<file path="src/rtl/watchdog_sequencer_if.sv">
// Watchdog register bus: sequencer (master) to watchdog core wrapper (slave).
interface watchdog_sequencer_if;
    localparam int unsigned ADDR_W = 8;
    localparam int unsigned DATA_W = 32;

    logic              wd_cs;
    logic              wd_we;
    logic [ADDR_W-1:0] wd_address;
    logic [DATA_W-1:0] wd_write_data;
    logic [DATA_W-1:0] wd_read_data;
    logic              wd_ready;

    modport master (
        output wd_cs, wd_we, wd_address, wd_write_data,
        input  wd_read_data, wd_ready
    );

    modport slave (
        input  wd_cs, wd_we, wd_address, wd_write_data,
        output wd_read_data, wd_ready
    );
endinterface

</file>
<file path="src/rtl/watchdog_sequencer.sv">
// Programs and services the watchdog over its register bus on behalf of hardware agents:
// configure (prescaler + timeout, verified), kick (stop/start) and halt.
module watchdog_sequencer #(
    parameter logic [7:0]  ADDR_CTRL      = 8'h08,
    parameter logic [7:0]  ADDR_STATUS    = 8'h09,
    parameter logic [7:0]  ADDR_PRESCALER = 8'h0a,
    parameter logic [7:0]  ADDR_WATCHDOG  = 8'h0b,
    parameter int unsigned POLL_MAX       = 8
) (
    input  logic                 clk,
    input  logic                 reset_n,
    input  logic                 cfg_req,
    input  logic [31:0]          cfg_prescaler,
    input  logic [31:0]          cfg_timeout,
    input  logic                 kick_req,
    input  logic                 halt_req,
    output logic                 busy,
    output logic                 done,
    output logic                 error,
    watchdog_sequencer_if.master wd
);
    localparam int unsigned ADDR_W = 8;
    localparam int unsigned DATA_W = 32;
    localparam int unsigned CNT_W  = $clog2(POLL_MAX + 1);

    typedef enum logic [3:0] {
        S_IDLE,
        S_RD_STAT,
        S_WR_STOP,
        S_POLL_STOP,
        S_WR_PRE,
        S_WR_WDG,
        S_RD_PRE,
        S_RD_WDG,
        S_WR_START,
        S_POLL_RUN,
        S_DONE
    } state_t;

    typedef enum logic [1:0] {
        OP_HALT,
        OP_CFG,
        OP_KICK
    } op_t;

    state_t             state, state_nxt, stopped_nxt;
    op_t                op, op_nxt;
    logic               busy_nxt, done_nxt, error_nxt;
    logic               cs_nxt, we_nxt;
    logic [ADDR_W-1:0]  addr_nxt, acc_addr;
    logic [DATA_W-1:0]  wdata_nxt, acc_data;
    logic               acc_we;
    logic [DATA_W-1:0]  pre_q, pre_nxt, tmo_q, tmo_nxt;
    logic [CNT_W-1:0]   poll_cnt, cnt_nxt;
    logic               access_done, rd_ready, is_access, poll_last, accept;

    // State and registered outputs
    always_ff @(posedge clk or negedge reset_n) begin
        if (!reset_n) begin
            state            <= S_IDLE;
            op               <= OP_HALT;
            busy             <= 1'b0;
            done             <= 1'b0;
            error            <= 1'b0;
            wd.wd_cs         <= 1'b0;
            wd.wd_we         <= 1'b0;
            wd.wd_address    <= '0;
            wd.wd_write_data <= '0;
            pre_q            <= '0;
            tmo_q            <= '0;
            poll_cnt         <= '0;
        end else begin
            state            <= state_nxt;
            op               <= op_nxt;
            busy             <= busy_nxt;
            done             <= done_nxt;
            error            <= error_nxt;
            wd.wd_cs         <= cs_nxt;
            wd.wd_we         <= we_nxt;
            wd.wd_address    <= addr_nxt;
            wd.wd_write_data <= wdata_nxt;
            pre_q            <= pre_nxt;
            tmo_q            <= tmo_nxt;
            poll_cnt         <= cnt_nxt;
        end
    end

    // Next-state, bus access and output logic
    always_comb begin
        state_nxt   = state;
        op_nxt      = op;
        busy_nxt    = busy;
        done_nxt    = 1'b0;
        error_nxt   = error;
        cs_nxt      = wd.wd_cs;
        we_nxt      = wd.wd_we;
        addr_nxt    = wd.wd_address;
        wdata_nxt   = wd.wd_write_data;
        pre_nxt     = pre_q;
        tmo_nxt     = tmo_q;
        cnt_nxt     = poll_cnt;
        acc_we      = 1'b0;
        acc_addr    = ADDR_STATUS;
        acc_data    = '0;
        accept      = 1'b0;
        access_done = wd.wd_cs && wd.wd_ready;
        rd_ready    = wd.wd_read_data[0];
        poll_last   = (poll_cnt == CNT_W'(POLL_MAX - 1));
        is_access   = (state != S_IDLE) && (state != S_DONE);

        // Where to continue once the watchdog is known to be stopped
        case (op)
            OP_CFG:  stopped_nxt = S_WR_PRE;
            OP_KICK: stopped_nxt = S_WR_START;
            default: stopped_nxt = S_DONE;
        endcase

        case (state)
            S_WR_STOP, S_WR_START: begin
                acc_we   = 1'b1;
                acc_addr = ADDR_CTRL;
                acc_data = DATA_W'(1);
            end
            S_WR_PRE: begin
                acc_we   = 1'b1;
                acc_addr = ADDR_PRESCALER;
                acc_data = pre_q;
            end
            S_WR_WDG: begin
                acc_we   = 1'b1;
                acc_addr = ADDR_WATCHDOG;
                acc_data = tmo_q;
            end
            S_RD_PRE: acc_addr = ADDR_PRESCALER;
            S_RD_WDG: acc_addr = ADDR_WATCHDOG;
            default:  ;
        endcase

        // Each access state enters with cs low, which also gives the idle gap
        if (is_access && !wd.wd_cs) begin
            cs_nxt    = 1'b1;
            we_nxt    = acc_we;
            addr_nxt  = acc_addr;
            wdata_nxt = acc_data;
        end else if (access_done) begin
            cs_nxt = 1'b0;
            we_nxt = 1'b0;
        end

        case (state)
            S_IDLE: begin
                if (halt_req) begin
                    op_nxt = OP_HALT;
                    accept = 1'b1;
                end else if (cfg_req) begin
                    op_nxt  = OP_CFG;
                    pre_nxt = cfg_prescaler;
                    tmo_nxt = cfg_timeout;
                    accept  = 1'b1;
                end else if (kick_req) begin
                    op_nxt = OP_KICK;
                    accept = 1'b1;
                end
                if (accept) begin
                    busy_nxt  = 1'b1;
                    error_nxt = 1'b0;
                    state_nxt = S_RD_STAT;
                end
            end
            S_RD_STAT: if (access_done) state_nxt = rd_ready ? stopped_nxt : S_WR_STOP;
            S_WR_STOP: if (access_done) begin
                state_nxt = S_POLL_STOP;
                cnt_nxt   = '0;
            end
            S_POLL_STOP: if (access_done) begin
                if (rd_ready) begin
                    state_nxt = stopped_nxt;
                end else if (poll_last) begin
                    error_nxt = 1'b1;
                    state_nxt = S_DONE;
                end else begin
                    cnt_nxt = poll_cnt + CNT_W'(1);
                end
            end
            S_WR_PRE: if (access_done) state_nxt = S_WR_WDG;
            S_WR_WDG: if (access_done) state_nxt = S_RD_PRE;
            S_RD_PRE: if (access_done) begin
                if (wd.wd_read_data == pre_q) begin
                    state_nxt = S_RD_WDG;
                end else begin
                    error_nxt = 1'b1;
                    state_nxt = S_DONE;
                end
            end
            S_RD_WDG: if (access_done) begin
                if (wd.wd_read_data == tmo_q) begin
                    state_nxt = S_WR_START;
                end else begin
                    error_nxt = 1'b1;
                    state_nxt = S_DONE;
                end
            end
            S_WR_START: if (access_done) begin
                state_nxt = S_POLL_RUN;
                cnt_nxt   = '0;
            end
            S_POLL_RUN: if (access_done) begin
                if (!rd_ready) begin
                    state_nxt = S_DONE;
                end else if (poll_last) begin
                    error_nxt = 1'b1;
                    state_nxt = S_DONE;
                end else begin
                    cnt_nxt = poll_cnt + CNT_W'(1);
                end
            end
            S_DONE:  state_nxt = S_IDLE;
            default: state_nxt = S_IDLE;
        endcase

        // done pulses (and busy drops) in the single cycle spent in DONE
        if ((state_nxt == S_DONE) && (state != S_DONE)) begin
            done_nxt = 1'b1;
            busy_nxt = 1'b0;
        end
    end
endmodule

</file>
<file path="src/flat_wrapper.sv">
// flat-port wrapper written by rule: the top's interface ports become plain ports
module watchdog_sequencer_flat 
#(
    parameter logic [7:0]  ADDR_CTRL      = 8'h08,
    parameter logic [7:0]  ADDR_STATUS    = 8'h09,
    parameter logic [7:0]  ADDR_PRESCALER = 8'h0a,
    parameter logic [7:0]  ADDR_WATCHDOG  = 8'h0b,
    parameter int unsigned POLL_MAX       = 8
)
  (clk, reset_n, cfg_req, cfg_prescaler, cfg_timeout, kick_req, halt_req, busy, done, error, wd_wd_cs, wd_wd_we, wd_wd_address, wd_wd_write_data, wd_wd_read_data, wd_wd_ready);
  watchdog_sequencer_if wd_i ();
  input  logic clk;
  input  logic reset_n;
  input  logic cfg_req;
  input  logic [31:0] cfg_prescaler;
  input  logic [31:0] cfg_timeout;
  input  logic kick_req;
  input  logic halt_req;
  output logic busy;
  output logic done;
  output logic error;
  output wire logic [$bits(wd_i.wd_cs)-1:0] wd_wd_cs;
  output wire logic [$bits(wd_i.wd_we)-1:0] wd_wd_we;
  output wire logic [$bits(wd_i.wd_address)-1:0] wd_wd_address;
  output wire logic [$bits(wd_i.wd_write_data)-1:0] wd_wd_write_data;
  input wire logic [$bits(wd_i.wd_read_data)-1:0] wd_wd_read_data;
  input wire logic [$bits(wd_i.wd_ready)-1:0] wd_wd_ready;
  assign wd_wd_cs = wd_i.wd_cs;
  assign wd_wd_we = wd_i.wd_we;
  assign wd_wd_address = wd_i.wd_address;
  assign wd_wd_write_data = wd_i.wd_write_data;
  assign wd_i.wd_read_data = wd_wd_read_data;
  assign wd_i.wd_ready = wd_wd_ready;
  watchdog_sequencer #(.ADDR_CTRL(ADDR_CTRL), .ADDR_STATUS(ADDR_STATUS), .ADDR_PRESCALER(ADDR_PRESCALER), .ADDR_WATCHDOG(ADDR_WATCHDOG), .POLL_MAX(POLL_MAX)) u_core (.clk(clk), .reset_n(reset_n), .cfg_req(cfg_req), .cfg_prescaler(cfg_prescaler), .cfg_timeout(cfg_timeout), .kick_req(kick_req), .halt_req(halt_req), .busy(busy), .done(done), .error(error), .wd(wd_i));
endmodule
</file>
<file path="config.mk">
export PLATFORM = sky130hd
export DESIGN_NAME = watchdog_sequencer_flat
export DESIGN_NICKNAME = d
export VERILOG_FILES = /design/src/rtl/watchdog_sequencer_if.sv /design/src/rtl/watchdog_sequencer.sv /design/src/flat_wrapper.sv
export SDC_FILE = /design/constraint.sdc
export NUM_CORES = 1
export LEC_CHECK = 0
export BUFFER_PORTS_ARGS = -buffer_cell sky130_fd_sc_hd__buf_2
export CELL_PAD_IN_SITES_DETAIL_PLACEMENT = 0
export CELL_PAD_IN_SITES_GLOBAL_PLACEMENT = 1
export CORE_UTILIZATION = 45
export CTS_CLUSTER_SIZE = 14
export DETAILED_ROUTE_END_ITERATION = 10
export PLACE_DENSITY_LB_ADDON = 0.12
export SETUP_SLACK_MARGIN = 0.2
export SLEW_MARGIN = 20
export SYNTH_ARGS = -nofsm -noshare
export SYNTH_HDL_FRONTEND = slang
export SYNTH_SLANG_ARGS = --single-unit
</file>
<file path="constraint.sdc">
create_clock -name clk -period 3.2 [get_ports clk]
set_input_delay 0.32 -clock clk [delete_from_list [all_inputs] [get_ports clk]]
set_output_delay 0.32 -clock clk [all_outputs]
set_load 0.1 [all_outputs]
</file>
==> results.toml <==
[status]
status = "complete, no violations"

[detailed_routing]
drc_errors = 0
drt_wl_total_um = 14900
num_vias = 4363
drtPass1Iterations = 4
post_drt_wl_per_cell_um = 18.0
ant_nets = 0
vias_per_cell = 5.27
drt_iter0_drc = 248

[worst_setup_path]
cp_num_buf_inv = 1
crit_type = "reg -> reg"
crit_chain = "or2_4, nor3_4, nand3b_1, buf_4, mux2_1"
required_ns = 3.49
critical_path.slowest_cell = "buf_4"
worstPathMaxFanout = 65
max_stage_delay_ns = 0.68
r2r_slack_ns = 0.83
crit_family = "buffers and inverters"
end_kind = "flop"
r2r_cells = 5
arrival_ns = 2.65
path_depth = 5
critPathLaunchType = "flop"

[yosys]
synth_top_cell_by_area = "dfrtp_1"
ys_top_cells_by_area = "dfrtp_1 (49%), mux2_1 (12%), mux2i_1 (5.7%), xnor2_1 (4.8%), xor2_1 (4.8%)"
synthesis.instances = 503
netlist.area_leader.share = 0.489
ys_types = 53
ys_seq_elements = 114
synth-edff-count = 0
ys.flop_type = "dfrtp_1"
synth_area_per_cell_um2 = 11.6
syn_area_um2 = 5840
yosysWarnings = 0
synthArstFlopShare = 1.00
yosysSeqAreaShare = 0.489

[power]
seq_power_share = 0.336
swShare = 0.430
ir_drop_mv = 0.487
p_sw_uw = 3230
power.leakage_uw = 0.00341
power_density_nw_per_um2 = 1040
combPwrFrac = 0.417
internal_power_uw = 4280
p_clk_frac = 0.247

[cells_and_area]
final_common_cell = "buf_2"
fillers = 1140
postLayoutCellArea_um2 = 7230
layout-drive-gt1-share = 0.284
area_growth_pct = 24.0
layout_common_cells = "buf_2 (140), dfrtp_1 (113), mux2_1 (64)"
final_util = 0.573
nets = 746

[timing]
report.final.slew_viol_count = 0
rsz0062_at_grt = "false"
max_freq_mhz = 422
setup_viol = 0
skew_ns = 0.00897
finalHoldViolCount = 0
fin_setup_tns_ns = 0
timing.hold.ws_ns = 0.112
slew-limit-headroom = 0.387
min_period_ns = 2.37
worstMarginPinSlew_ns = 0.919
period_share = 0.740

[grt]
antenna_found_initial = 2
grt_pass1_vias = 4339
overflow = 0
grt_usage = 0.240
grt_max_degree = 66
grt_pass1_wl_um = 23400

[clock_network]
post-cts-setup-buffer-count = 0
cts-root-buf = "clkbuf_16"
cts.sinks = 114
clkTransAtPathRegs_ns = 0.05
numCtsBuffers = 17
cts_resized = 0
clock_tree.buffer_depth = 2
clkLatencyLatePin_ns = 0.42
htree_num_levels = 4
cts_tree = "done"

[floorplanning]
die_area_um2 = 13400
coreArea_um2 = 12600
die_x_um = 116
initial_core_util = 0.462
die_h_um = 116
num_rows = 41
ios = 147

[flow_run]
drv_cap = 0

[placed_design]
hpwl_um = 10700
placed_area_um2 = 6640
gp_congestion = 0.819
port-buffer-count = 141

[worst_hold_path]
hp-class = "in -> reg"
hold_depth = 2
[cell usage after synthesis (8+ instances only)]
master	count
o31ai_1	33
nor4_1	13
clkbuf_1	8
mux2_1	64
a21oi_1	15
mux2i_1	33
dfrtp_1	114
buf_4	10
nand4_1	11
xnor2_1	32
xor2_1	32
o21ai_1	9
nand2_1	48
[sequential cells by signal, summed over array words and instances, names as in the netlist]
name / flops
u_core.wd.wd_write_data: 32
u_core.op: 2
u_core.wd.wd_cs: 1
u_core.busy: 1
u_core.error: 1
u_core.pre_q: 32
u_core.tmo_q: 32
u_core.wd.wd_we: 1
u_core.done: 1
u_core.state: 4
u_core.wd.wd_address: 3
u_core.poll_cnt: 4
[area by class of cell]
class | instances | area (um2) | share of cell area
Sequential cell | 114 | 2850 | 0.395
Multi-Input combinational cell | 354 | 2770 | 0.382
Timing Repair Buffer | 150 | 791 | 0.109
Antenna cell | 1 | 2.50 | 0.000346
Clock buffer | 24 | 512 | 0.0707
Clock inverter | 8 | 75.1 | 0.0104
Tap cell | 172 | 215 | 0.0297
Inverter | 5 | 18.8 | 0.00259
[worst register-to-register path, stage by stage, from the launching register on]
cell and delay [ns]:
dfrtp_1 0.67, or2_4 0.27, nor3_4 0.05, nand3b_1 0.10, buf_4 0.68, mux2_1 0.47
[path summary, 6_finish.rpt]
kind	startpoint	endpoint
worst min register to register	u_core.wd.wd_address[3]	u_core.wd.wd_address[3]
min in group asynchronous	reset_n	u_core.pre_q[13]
worst max-delay path	u_core.state[2]	u_core.tmo_q[7]
worst max register to register	u_core.state[2]	u_core.tmo_q[7]
max in group asynchronous	reset_n	u_core.wd.wd_write_data[8]
worst min-delay path	cfg_timeout[28]	u_core.tmo_q[28]
[power by group through the flow]
stage	Clock [uW]	Combinational, uW	Sequential, uW
after floorplan	0	1880	3070
after global placement	0	3120	2520
after detailed placement	0	3150	2540
after CTS	1890	3170	2530
after global routing	1960	3390	2610
final	1850	3130	2530
[cell families after synthesis]
group,share of synthesized area
flops,0.489
simple gates,0.0952
mux,0.180
other cells,0.000643
fa+ha+maj,0.00429
compound gates,0.0928
xor+xnor,0.0961
buf+inv,0.0420
[per-stage QoR]
stage	std cells	power (uW)	setup WS [ns]
2_1_floorplan	507	4950	1.12
3_3_place_gp	794	5650	0.898
3_5_place_dp	794	5700	0.868
4_1_cts	827	7580	0.845
5_1_grt	827	7960	0.706
6_report	828	7520	0.832
[metal layers]
layer / vias to the layer above / track usage / wire (um)
met3: 23 / 0.0711 / 784
met4: 2 / 0.0786 / 213
met2: 118 / 0.379 / 7140
li1: 2072 / - / -
met5: - / 0 / 13
met1: 2148 / 0.317 / 6780
[what timing repair did]
| item | CTS | global route |
|---|---|---|
| endpoints found under the hold margin | 35 | 0 |
| endpoints found under the setup margin | 0 | 0 |
| hold buffers | 1 | 0 |
Note: power is estimated with default switching activity, not from simulation.
